`config.mk`:
```
export PLATFORM = sky130hd
export DESIGN_NAME = face_detect_mul_rr_arbiter
export DESIGN_NICKNAME = d
export VERILOG_FILES = /design/src/rtl/face_detect_mul_rr_arbiter.sv
export SDC_FILE = /design/constraint.sdc
export NUM_CORES = 1
export LEC_CHECK = 0
export BUFFER_PORTS_ARGS = -buffer_cell sky130_fd_sc_hd__buf_4
export CAP_MARGIN = 5
export CORE_ASPECT_RATIO = 0.8
export CORE_MARGIN = 4
export CORE_UTILIZATION = 29
export CTS_CLUSTER_SIZE = 30
export DETAILED_ROUTE_END_ITERATION = 7
export PLACE_DENSITY = 0.77
export SYNTH_ARGS = -nofsm -noshare
export SYNTH_HDL_FRONTEND = slang
export SYNTH_SLANG_ARGS = --single-unit
export TNS_END_PERCENT = 100
```
`constraint.sdc`:
```
create_clock -name clk -period 2.08 [get_ports clk]
set_input_delay 0.416 -clock clk [delete_from_list [all_inputs] [get_ports clk]]
set_output_delay 0.416 -clock clk [all_outputs]
set_load 0.005 [all_outputs]
```
`src/rtl/face_detect_mul_rr_arbiter.sv`:
```
// Round-robin arbiter sharing one pipelined unsigned x signed multiplier among N_REQ requesters.
// Optional statistics counters are enabled by defining FACE_DETECT_MUL_ARB_STATS_EN.
module face_detect_mul_rr_arbiter #(
  parameter int unsigned N_REQ       = 4,
  parameter int unsigned A_W         = 16,
  parameter int unsigned B_W         = 10,
  parameter int unsigned P_W         = 26,
  parameter int unsigned MUL_LATENCY = 3
) (
  input  logic                 clk,
  input  logic                 reset,
  input  logic                 stall,
  input  logic [N_REQ-1:0]     req_valid,
  input  logic [N_REQ*A_W-1:0] req_a,
  input  logic [N_REQ*B_W-1:0] req_b,
  output logic [N_REQ-1:0]     req_ready,
  output logic [N_REQ-1:0]     rsp_valid,
  output logic [P_W-1:0]       rsp_data,
  output logic                 mul_ce,
  output logic [A_W-1:0]       mul_din0,
  output logic [B_W-1:0]       mul_din1,
  input  logic [P_W-1:0]       mul_dout
`ifdef FACE_DETECT_MUL_ARB_STATS_EN
  ,
  output logic [N_REQ*32-1:0]  stat_grants,
  output logic [31:0]          stat_conflict
`endif
);

  localparam int unsigned IdxW = $clog2(N_REQ);

  logic [IdxW-1:0]        ptr_q;
  logic [IdxW-1:0]        grant_idx;
  logic [IdxW-1:0]        cand;
  logic                   grant_any;
  logic                   handshake;
  logic [MUL_LATENCY-1:0] tv_q;
  logic [IdxW-1:0]        tag_q [MUL_LATENCY];

  // Scan from farthest to nearest so the nearest valid requester after ptr wins.
  always_comb begin
    grant_any = 1'b0;
    grant_idx = '0;
    cand      = '0;
    for (int off = int'(N_REQ); off >= 1; off--) begin
      cand = IdxW'((int'(ptr_q) + off) % int'(N_REQ));
      if (req_valid[cand]) begin
        grant_any = 1'b1;
        grant_idx = cand;
      end
    end
  end

  assign handshake = grant_any & ~stall & ~reset;

  always_comb begin
    req_ready = '0;
    mul_din0  = '0;
    mul_din1  = '0;
    if (handshake) begin
      req_ready[grant_idx] = 1'b1;
      mul_din0             = req_a[grant_idx*A_W +: A_W];
      mul_din1             = req_b[grant_idx*B_W +: B_W];
    end
  end

  assign mul_ce = ~stall;

  always_ff @(posedge clk or posedge reset) begin
    if (reset) begin
      ptr_q <= IdxW'(N_REQ - 1);
      tv_q  <= '0;
      for (int i = 0; i < int'(MUL_LATENCY); i++) begin
        tag_q[i] <= '0;
      end
    end else begin
      if (handshake) begin
        ptr_q <= grant_idx;
      end
      // Tags move in lockstep with the multiplier's ce-qualified stages.
      if (!stall) begin
        tv_q[0]  <= handshake;
        tag_q[0] <= grant_idx;
        for (int i = 1; i < int'(MUL_LATENCY); i++) begin
          tv_q[i]  <= tv_q[i-1];
          tag_q[i] <= tag_q[i-1];
        end
      end
    end
  end

  always_comb begin
    rsp_valid = '0;
    for (int k = 0; k < int'(N_REQ); k++) begin
      rsp_valid[k] = tv_q[MUL_LATENCY-1] & (tag_q[MUL_LATENCY-1] == IdxW'(k)) & ~stall;
    end
  end

  assign rsp_data = mul_dout;

`ifdef FACE_DETECT_MUL_ARB_STATS_EN
  logic [31:0] grant_cnt_q [N_REQ];
  logic [31:0] conflict_q;

  always_ff @(posedge clk or posedge reset) begin
    if (reset) begin
      conflict_q <= '0;
      for (int k = 0; k < int'(N_REQ); k++) begin
        grant_cnt_q[k] <= '0;
      end
    end else begin
      for (int k = 0; k < int'(N_REQ); k++) begin
        if (handshake && grant_idx == IdxW'(k) && grant_cnt_q[k] != '1) begin
          grant_cnt_q[k] <= grant_cnt_q[k] + 32'd1;
        end
      end
      if (!stall && $countones(req_valid) >= 2 && conflict_q != '1) begin
        conflict_q <= conflict_q + 32'd1;
      end
    end
  end

  always_comb begin
    stat_grants = '0;
    for (int k = 0; k < int'(N_REQ); k++) begin
      stat_grants[k*32 +: 32] = grant_cnt_q[k];
    end
  end

  assign stat_conflict = conflict_q;
`endif

endmodule

```
==> impl_metrics.toml <==
[sta]
layout_setup_ws_ns = -0.357
maxSlewViolCount = 0
rsz0062_at_grt = "yes"
tightest_slew_ns = 0.477
period_minus_slack_ns = 2.44
fmax_mhz = 410
clock-skew-final_ns = 0.00151
finalCritPeriodShare_pct = 117
final-setup-viol-count = 30
finalHoldViolations = 0
slew_headroom_pct = 68.0

[route]
drc = 0
wl_per_cell_um = 17.5
wl_mm = 6.41
dr_total_vias = 1815
postRouteAntennaNets = 0
dr.pass1.iters = 4
initialDrtViolationCount = 75
viasPerCell = 4.95

[placement]
postPlaceCellArea_mm2 = 0.00259
dp_hpwl_mm = 5.08
post-place-ws_ns = -0.162
portBuffers = 145
gp_routability_congestion = 0.849

[cts]
cts_tree = "built"
clk_latency_ns = 0.24
clock-root-buffer = "clkbuf_8"
path_clk_slew_ns = 0.05
htreeDepth = 1
cts_sinks = 11
clockBufferDepth = 2
numCtsBuffers = 3
holdBufCountCts = 0

[critical_path]
r2r-end = "ptr_q[1]"
r2r_cells = 5
cp_max_fo = 9
worst-setup-path-type = "flop to output pin"
arrival_ns = 2.02
crit_required_ns = 1.66
timing.rr.start = "ptr_q[1]"
critical_path.endpoint = "mul_din0[4]"
cp-startpoint = "ptr_q[1]"
r2r_slack_ns = 0.49
critPathCaptureType = "output pin"
start_kind = "flop"

[finish]
diodes = 0
layout_common_cells = "buf_4 (159), mux2i_1 (49), o22ai_1 (22)"
final_layout_size_suffix_gt1_share_pct = 64.3
utilization_pct = 55.5
syn_to_final_growth_pct = 82.2
final_common_cell = "buf_4"
fin_area_mm2 = 0.00281
nNetsFinal = 443

[global_routing]
grt_max_degree = 22
gr-total-overflow = 0
grt_pass1_vias = 1934
antenna_found_initial = 0
grt_pass1_wl_mm = 9.29
grtUsageTotal_pct = 17.9

[pwr]
pwr_density_cell_mw_per_mm2 = 556
vdd_drop_max_uv = 328
p_leak_uw = 0.00150

[synthesis]
synth.top_cell.area_share_pct = 34.4
yosys.area.top_type = "mux2i_1"
syn_area_mm2 = 0.00154
synth_seq_area_share_pct = 18.0
ys_warn_count = 0
synth.avg_cell_area_um2 = 8.92
ys_ff_latch = 11
synth_cell_types = 30
syn_inst = 173
netlist_top_cells_area = "mux2i_1 (34%), dfrtp_1 (15%), buf_4 (13%), o22ai_1 (11%), mux2_2 (5.1%)"
syn_nets = 310

[floorplanning]
dieArea_mm2 = 0.00656
core_region_area_mm2 = 0.00506
die_h_um = 73.2
die_w_um = 89.5
placementRows = 23
io_pins = 198
start_util_pct = 30.5

[run_status]
violations = "setup timing"
outcome = "finished, violations left"

[worst_hold_path]
worstHoldPathType = "primary input to async pin"

[run]
drv_cap = 0
## final cells by class
cell class | count | area [um^2]
inverters | 3 | 11.3
flip-flops and latches | 11 | 278
repair buffers | 168 | 1380
multi-input cells | 119 | 1020
clock buffers | 3 | 41.3
clock inverters | 1 | 5.00
well taps | 62 | 77.6
fillers | 461 | 2250
## worst max-delay path, cell delays in order (launching register included)
cell     delay (ns)
dfstp_2        0.60
nand2_1        0.07
a311o_2        0.39
buf_12         0.16
buf_16         0.14
mux2i_1        0.17
o22ai_1        0.10
buf_4          0.14
## synth_stat cells (all sizes together)
cell     n
buf     36
nor4bb   2
a21oi    1
a211oi   1
inv      3
nor3b    1
mux2i   53
and3     1
clkbuf   4
o21ai    4
o22ai   26
mux2     7
dfstp    2
and4     1
nor2b    1
nor3     1
o221ai   1
or2      1
dfrtp    9
nand3    1
nand2   11
a311o    1
nand3b   1
nor4b    1
nor2     3
## sequential cells by signal (all words and copies together) (netlist names)
register,flops
ptr_q,2
tv_q,3
tag_q,6
## per-stage QoR
| stage | std cells | power [uW] | hold slack [ns] | TNS [ns] |
|---|---|---|---|---|
| 6_report | 367 | 1560 | 0.188 | -8.67 |
| 5_1_grt | 367 | 1660 | 0.217 | -10.74 |
| 4_1_cts | 365 | 1520 | 0.191 | -8.05 |
| 3_5_place_dp | 357 | 1180 | 0.449 | -2.97 |
| 3_3_place_gp | 357 | 1150 | 0.443 | -2.73 |
| 2_1_floorplan | 173 | 844 | 0.275 | 0 |
## metal layers
layer | GRT usage [%] | part of all wire, % | vias to the layer above | wire (um)
met5 | 0 | 0 | - | 0
met4 | 3.64 | 0.55 | 0 | 35
met3 | 4.29 | 7.1 | 4 | 455
met2 | 32.6 | 55 | 87 | 3500
met1 | 21.2 | 38 | 845 | 2420
li1 | - | - | 879 | -
## cells by family (layout without fill, tap and decap cells)
logic type	after synthesis	count (layout)	synth area share (%)
muxes	60	60	39.5
buffers and inverters	43	175	19.2
AOI/OAI and AO/OA	34	34	14.3
and+or+nand+nor	25	25	9.00
DFF	11	11	18.0
## worst min path at each step
stage	start	to	slack, ns	cells after the start
6_report	reset	tv_q[0]	0.19	3
2_1_floorplan	reset	tag_q[0]	0.28	1
5_1_grt	reset	tv_q[0]	0.22	3
3_5_place_dp	reset	tv_q[1]	0.45	3
3_3_place_gp	reset	tag_q[5]	0.44	3
4_1_cts	reset	tag_q[3]	0.19	3
## power breakdown
group	switching, uW	total, uW	internal, uW
combinational	396	1020	627
sequential	47.8	320	272
clock	87.2	219	132
## repair_timing
item,in CTS,in global routing
endpoints found under the hold margin,0,0
resized for setup,13,3
endpoints found under the setup margin,30,30
buffers inserted,2,1
pin swaps,2,4
cloned,2,1
No activity file was read; power rests on OpenSTA's default activity.
